===== src/rtl/ccff_bitstream_loader_if.sv =====
// Word stream from the configuration controller into the chain loader.
// The master drives words and the slave (the loader) returns ready.
interface ccff_bitstream_loader_if #(
    parameter int WORD_W = 32
);
    logic [WORD_W-1:0] cfg_wdata;
    logic              cfg_wvalid;
    logic              cfg_wready;

    modport master (output cfg_wdata, output cfg_wvalid, input cfg_wready);
    modport slave  (input cfg_wdata, input cfg_wvalid, output cfg_wready);
endinterface


===== src/rtl/ccff_bitstream_loader.sv =====
// Serialises bitstream words LSB-first onto the CLB configuration chain.
// It gates prog_clk advance through ccff_shift_en and can optionally verify ccff_tail against the resent data.
module ccff_bitstream_loader #(
    parameter int WORD_W    = 32,
    parameter int CHAIN_LEN = 4096,
    parameter int CNT_W     = $clog2(CHAIN_LEN + 1),
    parameter int NWORDS    = (CHAIN_LEN + WORD_W - 1) / WORD_W
) (
    input  logic                    prog_clk,
    input  logic                    pReset,
    input  logic                    start,
    input  logic                    verify,
    ccff_bitstream_loader_if.slave  cfg,
    output logic                    ccff_head,
    output logic                    ccff_shift_en,
    input  logic                    ccff_tail,
    output logic                    busy,
    output logic                    done,
    output logic                    mismatch,
    output logic [15:0]             mismatch_cnt
);
    localparam int WA_W = $clog2(NWORDS + 1);
    localparam int AB_W = $clog2(WORD_W + 1);

    localparam logic [1:0] S_IDLE   = 2'd0;
    localparam logic [1:0] S_SHIFT  = 2'd1;
    localparam logic [1:0] S_FINISH = 2'd2;

    logic [1:0]        r_state;
    logic [CNT_W-1:0]  r_bit_cnt;
    logic [WA_W-1:0]   r_words_acc;
    logic              r_verify;
    logic [WORD_W-1:0] r_act;
    logic              r_act_valid;
    logic [AB_W-1:0]   r_act_bits;
    logic [WORD_W-1:0] r_pend;
    logic              r_pend_valid;
    logic              r_head_hold;
    logic              r_mismatch;
    logic [15:0]       r_mismatch_cnt;

    logic w_wready;
    logic w_accept;
    logic w_shift;
    logic w_act_free;
    logic w_last_bit;

    assign w_wready   = (r_state == S_SHIFT) && !r_pend_valid && (r_words_acc < WA_W'(NWORDS));
    assign w_accept   = cfg.cfg_wvalid && w_wready;
    assign w_shift    = (r_state == S_SHIFT) && r_act_valid;
    // The active register can take a new word on the same edge its final bit leaves, so words chain without bubbles.
    assign w_act_free = !r_act_valid || (w_shift && (r_act_bits == AB_W'(1)));
    assign w_last_bit = w_shift && (r_bit_cnt == CNT_W'(CHAIN_LEN - 1));

    assign cfg.cfg_wready = w_wready;
    assign ccff_shift_en  = w_shift;
    assign ccff_head      = r_act_valid ? r_act[0] : r_head_hold;
    assign busy           = (r_state == S_SHIFT);
    assign done           = (r_state == S_FINISH);
    assign mismatch       = r_mismatch;
    assign mismatch_cnt   = r_mismatch_cnt;

    always_ff @(posedge prog_clk) begin
        if (pReset) begin
            r_state        <= S_IDLE;
            r_bit_cnt      <= '0;
            r_words_acc    <= '0;
            r_verify       <= 1'b0;
            r_act          <= '0;
            r_act_valid    <= 1'b0;
            r_act_bits     <= '0;
            r_pend         <= '0;
            r_pend_valid   <= 1'b0;
            r_head_hold    <= 1'b0;
            r_mismatch     <= 1'b0;
            r_mismatch_cnt <= '0;
        end else begin
            case (r_state)
                S_IDLE: begin
                    if (start) begin
                        r_state        <= S_SHIFT;
                        r_bit_cnt      <= '0;
                        r_words_acc    <= '0;
                        r_verify       <= verify;
                        r_mismatch     <= 1'b0;
                        r_mismatch_cnt <= '0;
                        r_act_valid    <= 1'b0;
                        r_pend_valid   <= 1'b0;
                    end
                end
                S_SHIFT: begin
                    if (w_accept) begin
                        r_words_acc <= r_words_acc + 1'b1;
                    end
                    if (w_shift) begin
                        r_act       <= r_act >> 1;
                        r_act_bits  <= r_act_bits - 1'b1;
                        r_bit_cnt   <= r_bit_cnt + 1'b1;
                        r_head_hold <= r_act[0];
                        if (r_verify && (ccff_tail != r_act[0])) begin
                            r_mismatch <= 1'b1;
                            if (r_mismatch_cnt != 16'hFFFF) begin
                                r_mismatch_cnt <= r_mismatch_cnt + 16'd1;
                            end
                        end
                    end
                    if (w_act_free) begin
                        if (r_pend_valid) begin
                            r_act        <= r_pend;
                            r_act_bits   <= AB_W'(WORD_W);
                            r_act_valid  <= 1'b1;
                            r_pend_valid <= 1'b0;
                        end else if (w_accept) begin
                            r_act       <= cfg.cfg_wdata;
                            r_act_bits  <= AB_W'(WORD_W);
                            r_act_valid <= 1'b1;
                        end else begin
                            r_act_valid <= 1'b0;
                        end
                    end else if (w_accept) begin
                        r_pend       <= cfg.cfg_wdata;
                        r_pend_valid <= 1'b1;
                    end
                    // Unused upper bits of the final word are dropped here.
                    if (w_last_bit) begin
                        r_state      <= S_FINISH;
                        r_act_valid  <= 1'b0;
                        r_pend_valid <= 1'b0;
                    end
                end
                S_FINISH: r_state <= S_IDLE;
                default:  r_state <= S_IDLE;
            endcase
        end
    end
endmodule


===== src/flat_wrapper.sv =====
// flat-port wrapper written by rule: the top's interface ports become plain ports
module ccff_bitstream_loader_flat 
#(
    parameter int WORD_W    = 32,
    parameter int CHAIN_LEN = 4096,
    parameter int CNT_W     = $clog2(CHAIN_LEN + 1),
    parameter int NWORDS    = (CHAIN_LEN + WORD_W - 1) / WORD_W
)
  (prog_clk, pReset, start, verify, ccff_head, ccff_shift_en, ccff_tail, busy, done, mismatch, mismatch_cnt, cfg_cfg_wdata, cfg_cfg_wvalid, cfg_cfg_wready);
  ccff_bitstream_loader_if #(.WORD_W(WORD_W)) cfg_i ();
  input  logic prog_clk;
  input  logic pReset;
  input  logic start;
  input  logic verify;
  output logic ccff_head;
  output logic ccff_shift_en;
  input  logic ccff_tail;
  output logic busy;
  output logic done;
  output logic mismatch;
  output logic [15:0] mismatch_cnt;
  input wire logic [$bits(cfg_i.cfg_wdata)-1:0] cfg_cfg_wdata;
  input wire logic [$bits(cfg_i.cfg_wvalid)-1:0] cfg_cfg_wvalid;
  output wire logic [$bits(cfg_i.cfg_wready)-1:0] cfg_cfg_wready;
  assign cfg_i.cfg_wdata = cfg_cfg_wdata;
  assign cfg_i.cfg_wvalid = cfg_cfg_wvalid;
  assign cfg_cfg_wready = cfg_i.cfg_wready;
  ccff_bitstream_loader #(.WORD_W(WORD_W), .CHAIN_LEN(CHAIN_LEN), .CNT_W(CNT_W), .NWORDS(NWORDS)) u_core (.prog_clk(prog_clk), .pReset(pReset), .start(start), .verify(verify), .cfg(cfg_i), .ccff_head(ccff_head), .ccff_shift_en(ccff_shift_en), .ccff_tail(ccff_tail), .busy(busy), .done(done), .mismatch(mismatch), .mismatch_cnt(mismatch_cnt));
endmodule

===== config.mk =====
export PLATFORM = sky130hd
export DESIGN_NAME = ccff_bitstream_loader_flat
export DESIGN_NICKNAME = d
export VERILOG_FILES = /design/src/rtl/ccff_bitstream_loader_if.sv /design/src/rtl/ccff_bitstream_loader.sv /design/src/flat_wrapper.sv
export SDC_FILE = /design/constraint.sdc
export NUM_CORES = 1
export LEC_CHECK = 0
export BUFFER_PORTS_ARGS = -buffer_cell sky130_fd_sc_hd__buf_2
export CAP_MARGIN = 40
export CORE_ASPECT_RATIO = 1.5
export CORE_MARGIN = 2
export CORE_UTILIZATION = 60
export CTS_BUF_LIST = sky130_fd_sc_hd__clkbuf_8
export CTS_CLUSTER_SIZE = 16
export DETAILED_ROUTE_END_ITERATION = 7
export HOLD_SLACK_MARGIN = 0.12
export PLACE_DENSITY = 0.82
export SLEW_MARGIN = 20
export SYNTH_ARGS = -nofsm -noshare
export SYNTH_HDL_FRONTEND = slang
export SYNTH_SLANG_ARGS = --single-unit

===== constraint.sdc =====
create_clock -name prog_clk -period 2.2 [get_ports prog_clk]
set_clock_uncertainty 0.1 [all_clocks]
set_input_delay 0 -clock prog_clk [delete_from_list [all_inputs] [get_ports prog_clk]]
set_output_delay 0 -clock prog_clk [all_outputs]
set_load 0.05 [all_outputs]

==> out/metrics.cfg <==
[routing]
drtAntennaViolNets=0
dr.pass1.iters=6
num_vias=4928
wl_um=13800
vias_per_cell=5.98
drt_iter0_drc=334
wl_per_cell_um=16.8
route.detailed.drc=0

[power]
ir_worst_vdd_mv=0.614
pwr-share-clk_pct=41.0
p_int_w=0.00331
powerDensity_nw_per_um2=681
p_seq_share_pct=48.5
switching_share_pct=25.4
switching_power_w=0.00113
power_frac_comb_pct=10.5
power_leakage_nw=2.48

[clock_network]
cts_max_level=4
clk_path_buf_depth=2
cts-root-buf=clkbuf_8
cts_inserted_buffers=17
cts_tree=built
insertion_delay_ns=0.44
cts.sinks=114
clk_pin_slew_worst_paths_ns=0.06

[sta]
layout_setup_ws_ns=0.0672
timing.hold.ws_ns=0.259
finalHoldViolations=0
min_period_ns=2.13
fin_crit_sh_pct=96.9
rsz0062_at_grt=no
max_freq_ghz=0.469
relSlewSlack_pct=47.6
drv_slew=0
tns_ns=0
tightest_slew_ns=0.785
finalSetupViolCount=0

[die]
core.rowCount=41
core_um2=8460
dieHeight_um=118
die_x_um=80.3
initial_utilization_pct=61.9
die_area_um2=9520
num_io_pins=60

[layout]
area_growth_syn_to_layout_pct=24.3
n_antenna_cell=0
fin_util_pct=77.0
nets=748
layout-drive-gt1-share_pct=24.5

[global_route]
grt_max_degree=41
antenna_found_initial=0
overflow=0
grt_pass1_vias=4728
grt_pass1_wl_um=22000
grtUsageTotal_pct=29.6

[flow_run]
max_cap_violations=0

[placed_design]
dp_hpwl_um=8310
place_worst_setup_slack_ns=0.157
gp_congestion=0.808
io_buffers=59

[yosys]
synth-async-reset-ratio_pct=0
ys_ff_latch=114
syn_nets=647
synth_cell_types=60
avgSynthCellArea_um2=8.68
yosysWarnings=0
synth-seq-area-share_pct=43.5
synth-main-ff-cell=dfxtp_1
synthCells=604
synth_area_um2=5240
synth-edff-count=0

[setup_path]
rrSetupSlack_ns=0.07
required_ns=2.48
crit_slowest_cell=dlygate4sd3_1
startpoint=u_core.r_state[1]$_SDFFE_PP0P_
max_stage_delay_ns=0.55
critical_path_class=flop to flop
r2r_end=u_core.mismatch$_SDFFE_PP0P_
crit_chain=nand2b_2 -> inv_2 -> buf_4 -> nand2_2 -> inv_2 -> buf_6 -> nand3_1 -> a21oi_1 -> dlygate4sd3_1
worstSetupStartpointType=flop
path_max_fanout=9
cp.arrival_ns=2.42
crit_end=u_core.mismatch$_SDFFE_PP0P_
rr_startpoint=u_core.r_state[1]$_SDFFE_PP0P_
cp_common_cell=inv_2
ff2ff_path_depth=9
cp-end-kind=flop

[min_path]
hold_path_class=input pin to flop

[run_status]
outcome=finished clean

-- area by class of cell --
cell class / count / area [µm²]
fillers: 594 / 1950
repair buffers: 122 / 907
clock inverters: 6 / 28.8
clock buffers: 25 / 344
inverters: 8 / 30.0
well taps: 107 / 134
multi-input cells: 442 / 2780
flip-flops and latches: 114 / 2290
-- worst min path at each step --
stage | cells after the start | startpoint | slack [ns] | to
2_1_floorplan | 2 | cfg_cfg_wdata[0] | 0.04 | u_core.r_pend[0]$_SDFFE_PP0P_
5_1_grt | 4 | cfg_cfg_wdata[8] | 0.26 | u_core.r_pend[8]$_SDFFE_PP0P_
3_5_place_dp | 3 | verify | 0.15 | u_core.r_verify$_SDFFE_PP0P_
6_report | 4 | cfg_cfg_wdata[8] | 0.26 | u_core.r_pend[8]$_SDFFE_PP0P_
4_1_cts | 4 | cfg_cfg_wdata[6] | 0.24 | u_core.r_pend[6]$_SDFFE_PP0P_
3_3_place_gp | 3 | cfg_cfg_wdata[7] | 0.15 | u_core.r_pend[7]$_SDFFE_PP0P_
-- power groups by stage --
| stage | clock network (W) | logic [W] | registers (W) |
|---|---|---|---|
| final | 0.00182 | 0.000465 | 0.00215 |
| after global routing | 0.00192 | 0.000498 | 0.00216 |
| after detailed placement | 0 | 0.000397 | 0.00219 |
| after CTS | 0.00183 | 0.000454 | 0.00215 |
| after global placement | 0 | 0.000385 | 0.00219 |
| after floorplan | 0 | 0.000272 | 0.00219 |
-- worst max-delay path: cells and delay by family (launching register included) --
family,cells,cell delay (ns)
AOI/OAI and AO/OA,1,0.15
buffers and inverters,5,1.08
DFF,1,0.31
and+or+nand+nor,3,0.44
-- registers in the layout, indices dropped and copies added, names as in the netlist --
name and count:
u_core.mismatch 1, u_core.r_pend_valid 1, u_core.r_verify 1, u_core.r_act_valid 1, u_core.mismatch_cnt 16, u_core.r_state 2
u_core.r_pend 32, u_core.r_head_hold 1, u_core.r_words_acc 8, u_core.r_act 32, u_core.r_act_bits 6, u_core.r_bit_cnt 13
-- through the flow --
step           std cells  area, µm²  total power [W]
2_1_floorplan        604       5260          0.00246
3_3_place_gp         754       5740          0.00258
3_5_place_dp         754       5750          0.00259
4_1_cts              824       6510          0.00443
5_1_grt              824       6520          0.00457
6_report             824       6520          0.00443
-- per-layer routing --
layer  wire length (µm)  part of all wire, %  GRT usage (%)  vias up
li1                   -                    -              -     2340
met1               5140                   37           32.4     2356
met2               7600                   55           53.1      198
met3                767                  5.5           7.79       34
met4                337                  2.4           11.2        0
met5                  0                    0              0        -
-- synthesized netlist by cell type, drive strengths merged, types with 8 or more instances --
| cell type | instances | area share, % |
|---|---|---|
| buf | 15 | 1.7 |
| nor2 | 110 | 7.9 |
| and3 | 9 | 1.1 |
| nand2 | 88 | 6.3 |
| inv | 8 | 0.57 |
| dfxtp | 114 | 44 |
| nand3 | 13 | 1.2 |
| xor2 | 17 | 2.8 |
| o22ai | 31 | 3.7 |
| a2111oi | 33 | 9.8 |
| clkbuf | 25 | 1.8 |
| a21oi | 47 | 4.6 |
| xnor2 | 15 | 2.5 |
-- layout by cell type, fill, tap and decap left out, drive strengths merged, types with 3 or more instances in the layout --
master,instances
nand2b,4
clkbuf,25
nor3,7
nand4,7
or3,4
o21ai,7
o22ai,31
dlygate4sd3,39
a2111oi,33
inv,11
a211oi,7
nand3,13
a31oi,3
nor2,110
xnor2,15
and3,9
nor2b,3
xor2,17
ha,5
buf,83
and2,5
a21oi,47
nand2,88
nor4,5
dfxtp,114
-- cell families (layout without fill, tap and decap cells) --
kind of cell	count (synthesis)	in the layout	synth area share, %
AND/OR/NAND/NOR	261	261	22.4
AO/OA/AOI/OAI	140	140	22.6
flip-flops	114	114	43.5
buffers and inverters	48	161	4.03
XOR/XNOR	32	32	5.35
adder cells (fa/ha/maj)	5	5	1.19
multiplexers	4	4	0.883
-- what timing repair did --
action,CTS,global route
buffers inserted,0,0
setup endpoints to repair,0,2
gates resized for setup,0,2
hold buffers,39,0
endpoints found under the hold margin,76,0
Power figures use the tool's default switching activity.
